[src/rtl/mem_bus_arbiter.sv]
// Two-requester arbiter sharing one strobe/ready memory port between the I-cache and D-cache.
// Optional build macro ARB_ROUND_ROBIN_EN: alternate winners on simultaneous requests.
module mem_bus_arbiter #(
  parameter int A_WIDTH = 32
) (
  input  logic               clk,
  input  logic               rst,
  // instruction side
  input  logic [A_WIDTH-1:0] i_a,
  input  logic [31:0]        i_wdata,
  output logic [31:0]        i_rdata,
  input  logic               i_strobe,
  input  logic [3:0]         i_wen,
  input  logic [1:0]         i_size,
  input  logic               i_rw,
  output logic               i_ready,
  // data side
  input  logic [A_WIDTH-1:0] d_a,
  input  logic [31:0]        d_wdata,
  output logic [31:0]        d_rdata,
  input  logic               d_strobe,
  input  logic [3:0]         d_wen,
  input  logic [1:0]         d_size,
  input  logic               d_rw,
  output logic               d_ready,
  // memory port
  output logic [A_WIDTH-1:0] m_a,
  output logic [31:0]        m_wdata,
  input  logic [31:0]        m_rdata,
  output logic               m_strobe,
  output logic [3:0]         m_wen,
  output logic [1:0]         m_size,
  output logic               m_rw,
  input  logic               m_ready,
  // ownership
  output logic               gnt_i,
  output logic               gnt_d
);

  typedef enum logic [1:0] {IDLE, OWN_I, OWN_D} state_e;
  typedef enum logic {OWNER_I, OWNER_D} owner_e;

  state_e state_q, state_d;
  owner_e last_owner_q, last_owner_d;
  logic   pick_d;

  always_ff @(posedge clk) begin
    if (rst) begin
      state_q      <= IDLE;
      last_owner_q <= OWNER_I;
    end else begin
      state_q      <= state_d;
      last_owner_q <= last_owner_d;
    end
  end

`ifdef ARB_ROUND_ROBIN_EN
  // On a tie the side that did not complete last goes first.
  always_comb pick_d = d_strobe && (!i_strobe || (last_owner_q == OWNER_I));
`else
  always_comb pick_d = d_strobe;
`endif

  always_comb begin
    state_d      = state_q;
    last_owner_d = last_owner_q;
    case (state_q)
      IDLE: begin
        if (pick_d)        state_d = OWN_D;
        else if (i_strobe) state_d = OWN_I;
      end
      OWN_I: begin
        // Completion takes precedence over a same-cycle withdrawal.
        if (m_ready) begin
          state_d      = IDLE;
          last_owner_d = OWNER_I;
        end else if (!i_strobe) begin
          state_d = IDLE;
        end
      end
      OWN_D: begin
        if (m_ready) begin
          state_d      = IDLE;
          last_owner_d = OWNER_D;
        end else if (!d_strobe) begin
          state_d = IDLE;
        end
      end
      default: state_d = IDLE;
    endcase
  end

  // Memory port is a pure mux of the owner's request; quiet in IDLE.
  always_comb begin
    m_a      = '0;
    m_wdata  = '0;
    m_strobe = 1'b0;
    m_wen    = '0;
    m_size   = '0;
    m_rw     = 1'b0;
    i_ready  = 1'b0;
    d_ready  = 1'b0;
    case (state_q)
      OWN_I: begin
        m_a      = i_a;
        m_wdata  = i_wdata;
        m_strobe = i_strobe;
        m_wen    = i_wen;
        m_size   = i_size;
        m_rw     = i_rw;
        i_ready  = m_ready && !rst;
      end
      OWN_D: begin
        m_a      = d_a;
        m_wdata  = d_wdata;
        m_strobe = d_strobe;
        m_wen    = d_wen;
        m_size   = d_size;
        m_rw     = d_rw;
        d_ready  = m_ready && !rst;
      end
      default: ;
    endcase
  end

  // Both sides see the shared read bus; each qualifies it with its own ready.
  assign i_rdata = m_rdata;
  assign d_rdata = m_rdata;

  assign gnt_i = (state_q == OWN_I);
  assign gnt_d = (state_q == OWN_D);

endmodule
[config.mk]
export PLATFORM = sky130hd
export DESIGN_NAME = mem_bus_arbiter
export DESIGN_NICKNAME = d
export VERILOG_FILES = /design/src/rtl/mem_bus_arbiter.sv
export SDC_FILE = /design/constraint.sdc
export NUM_CORES = 1
export LEC_CHECK = 0
export BUFFER_PORTS_ARGS = -buffer_cell sky130_fd_sc_hd__buf_2
export CAP_MARGIN = 15
export CORE_AREA = 8 8 117 119
export CTS_BUF_LIST = sky130_fd_sc_hd__clkbuf_8
export DETAILED_ROUTE_END_ITERATION = 16
export DIE_AREA = 0 0 125 127
export MAX_ROUTING_LAYER = met4
export PLACE_DENSITY = 0.54
export SLEW_MARGIN = 20
export SYNTH_ARGS = -nofsm -noshare
export SYNTH_HDL_FRONTEND = slang
export SYNTH_SLANG_ARGS = --single-unit
[constraint.sdc]
create_clock -name clk -period 3.45 [get_ports clk]
set_clock_uncertainty 0.2 [all_clocks]
set_input_delay 0.1725 -clock clk [delete_from_list [all_inputs] [get_ports clk]]
set_output_delay 0.1725 -clock clk [all_outputs]
set_load 0.01 [all_outputs]
After elaboration in Yosys (flattened, before gate mapping). Index checks and enable logic that the tools add are counted.

Register bits after elaboration: 2. Input bits: 179.

Equality and inequality tests: 5. Muxes and demuxes: 15. Reductions and logical operators: 4.

Operators with widths (count): 32-bit case mux with 2 select lines (2); 2-bit 2-to-1 mux (6); 3-bit != test, second input constant (3); 4-bit case mux with 2 select lines (1); 2-bit case mux with 3 select lines (1); 1-bit case mux with 2 select lines (2); 2-bit case mux with 2 select lines (1); 3-bit AND reduction (1); 2-bit by 1-bit equality test with 1-bit output, second input constant (1); 2-bit equality test, second input constant (1); 2-bit logical NOT (1); 1-bit 2-to-1 mux (2); 1-bit logical AND (1); 1-bit logical NOT (1).

Depth between registers and ports, before layout.
Word-level depth: 3. Mapped depth: 6. Mapped depth without buffers: 5.

Worst setup path after synthesis. Ideal clock, no wire load.

Path kind: flip-flop to output port. Start point: register state_q[1]. End point: output m_a[0]. Arrival: 1264 ps. Required time: 3077 ps. Slack: 1813 ps. Stages on the path, launching flop included: 6. Buffers on the path: 2. Path through: dfxtp_1 inv_1 ha_1 buf_2 clkbuf_1 nor2b_1.

Longest elaborated chain between the ends: 2. Elaborated cells on any way between the ends: 3. Those cells by class: 2 x eq/ne; 1 x mux.

RTL lines: start: declaration (RTL line 43) `state_e state_q, state_d;`; start signal: assignment (RTL line 52) `state_q <= state_d;`; 2-bit equality test / 2-bit by 1-bit equality test with 1-bit output (equally long branches) (RTL line 103) `case (state_q)`; 32-bit case mux with 2 select lines (*) (RTL line 103); end: declaration (RTL line 27) `output logic [A_WIDTH-1:0] m_a,`.

Mark *: on every way between the ends. The rest lies on a longest branch, timed or not.

Worst setup path after layout.
Start point: register state_q[0]. End point: output m_wen[1].

Longest elaborated chain between the ends: 2. Elaborated cells on any way between the ends: 3. Those cells by class: 2 x eq/ne; 1 x mux.

RTL lines: 2-bit equality test / 2-bit by 1-bit equality test with 1-bit output (equally long branches) (RTL line 103); 4-bit case mux with 2 select lines (*) (RTL line 103); end: declaration (RTL line 31) `output logic [3:0] m_wen,`.

Marks and branches as above.

==> results by group <==
Finish
  – ANT cells: 0
  – Final #Nets: 582
  – Fill cell count: 1,336
  – Max reg flops: 2
  – Area Growth Syn to Fin: 44.34%
  – Post-route cell area: 2603 sq um
  – Largest Register: state_q
  – Most frequent cells in the layout: 222 x buf_2, 72 x a22oi_1, 72 x nor2b_1
  – Largest regs: state_q x2
  – Commonest non-fill, non-tap cell in the layout: buf_2
  – Layout cell share with drive strength beyond 1: 59.34%

Die
  – Initial core utilization: 15.26%
  – Die ar.: 15,880 sq um
  – FP Rows: 40
  – Die width: 125 um
  – IO Pins: 319
  – Core Box Area: 11,810 sq um
  – Die Height: 127 um

Timing
  – Tmin final: 2445 ps
  – Setup TNS: 0 ps
  – Fmax: 409.1 MHz
  – Endpoints failing hold: 0
  – Unrepaired setup endpoints after global routing: false
  – # setup viols final: 0
  – Actual slew at the worst max-slew pin: 791.7 ps
  – Worst relative slew slack: 47.22%
  – Final period utilization: 70.86%
  – Slew Limit Fails: 0

Logic synthesis
  – Post-synthesis cell type count: 18
  – Syn Inst Count: 254
  – Synthesized area per cell: 7.098 sq um
  – Ys Warns: 0
  – Register bit total from synthesis: 2
  – Seq/Total Area, Yosys: 2.221%
  – Syn Nets: 438
  – Syn Std Cell Area: 1803 sq um

Place
  – Gpl congestion: 0.7602
  – I/O Buffers: 222
  – Dpl cell area: 2561 sq um
  – Final HPWL DP: 7.211 mm

Power
  – Design Power: 0.0006747 W
  – Leakage: 1.324 nW
  – Power density cells: 259.2 nW/um^2
  – Clock network fraction of design power: 13.5%
  – Net Sw Frac: 44.82%
  – Net load switching power: 0.0003024 W
  – Comb power frac: 82.1%
  – Maximum vdd ir drop: 0.2058 mV
  – Int Power: 0.0003723 W
  – Sequential power share: 4.4%

Routing
  – DRT iter0 DRCs: 86
  – DR vias/cell: 4.304
  – # DRC: 0
  – DR pass1 iterations: 4
  – DRT Wirelength: 8.605 mm
  – Post-route ant nets: 0
  – Routed vias: 2,337
  – WL/cell: 15.85 um

Clock tree
  – Clk pin slew, worst setup/hold paths: 30 ps
  – CTS tree: done
  – Clock root cell: clkbuf_8
  – Total CTS buffers: 3
  – Post CTS Setup Buffer Count: 0
  – Htree depth: 1
  – CTS resizes: 0
  – Clock Latency Late Sink: 210 ps
  – Clock Tree Buf Depth: 2
  – Hold_buf cts: 0
  – Total clock sinks: 2

Setup path
  – Startpoint types: flip-flop
  – Worst setup EP type: output pin
  – Crit Path Category: flip-flop to output pin
  – CP Cell Sequence: inv_1, ha_2, buf_12, a22oi_1, nor2b_1, buf_2
  – Worst path required time: 3080 ps
  – Worst Path Buf+Inv: 3
  – CP max stage cell: ha_2
  – Max incr delay on CP: 720 ps
  – Crit path launch: state_q[0]
  – Worst-path fanout max: 40
  – Reg2reg setup slack: 1890 ps
  – Worst reg2reg path startpoint: state_q[0]
  – CP delay by family, top: adder cells
  – Worst EP arrival: 2070 ps

Flow run
  – Max-cap violations: 0

Global route
  – Gr usage total: 10.03%
  – Vias in the first global route: 2,574
  – Total gr overflow: 0
  – Initial antenna violation count: 0
  – Largest net degree at the start of global routing: 73
  – First-pass GRT wire length: 13.10 mm

Outcome
  – Status: completed

Min path
  – Min-delay src: rst
  – Worst hold path type: input pin to flip-flop
-- power groups by stage --
| stage | Sequential [W] | Clock [W] | Combinational [W] |
|---|---|---|---|
| after floorplan | 0.0000293 | 0 | 0.000420 |
| after global routing | 0.0000304 | 0.0000977 | 0.000610 |
| after global placement | 0.0000301 | 0 | 0.000548 |
| after CTS | 0.0000300 | 0.0000939 | 0.000565 |
| final | 0.0000298 | 0.0000909 | 0.000554 |
| after detailed placement | 0.0000303 | 0 | 0.000563 |
-- kinds of logic (layout without fill, tap and decap cells) --
kind of cell    count (synthesis)  count (layout)  share of synthesized area [%]
compound gates                 79              79                          33.03
fa+ha+maj                       5               5                          3.470
buf+inv                        91             233                          33.45
flops                           2               2                          2.221
simple gates                   77              77                          27.83
-- per-layer routing --
| layer | global-route usage, % | part of all wire, % | vias to the layer above |
|---|---|---|---|
| li1 | - | - | 1121 |
| met1 | 10.53 | 38 | 1061 |
| met2 | 17.90 | 52 | 126 |
| met3 | 2.704 | 8.1 | 29 |
| met4 | 3.582 | 2.1 | 0 |
| met5 | - | 0 | - |
-- cell usage after synthesis (all sizes together) --
cell type	n	area share, %
buf	81	31
nor2b	72	25
and3b	3	1.6
and4bb	1	0.69
clkbuf	7	1.5
and4b	1	0.56
dfxtp	2	2.2
inv	3	0.62
o41ai	1	0.49
ha	5	3.5
a2bb2oi	1	0.49
a22oi	73	31
a211oi	2	0.83
o21ai	1	0.28
a21oi	1	0.28
-- area by class of cell --
class                   count  area [sq um]  share of cell area (%)
inverters                   3         11.26                  0.4327
clock buffers               3         41.29                   1.587
well taps                 147         183.9                   7.067
multi-input cells         161          1165                   44.76
flip-flops and latches      2         40.04                   1.538
repair buffers            227          1161                   44.62
-- through the flow --
| step | instances | utilization (%) | hold slack [ps] | setup slack [ps] |
|---|---|---|---|---|
| final | 543 | 22.03 | 15.58 | 1005 |
| after detailed placement | 540 | 21.68 | 145.1 | 1178 |
| after floorplan | 254 | - | 45.26 | 1813 |
| after global routing | 543 | 22.03 | 27.86 | 832.2 |
| after global placement | 540 | 21.68 | 145.1 | 1255 |
| after CTS | 543 | 22.03 | 16.35 | 945.5 |
-- path summary, 6_finish.rpt --
check	cells after the start	end
min	2	state_q[0]
max	6	m_wen[1]
min reg2reg	2	state_q[0]
max reg2reg	5	state_q[1]
(Power assumes the default switching activity.)
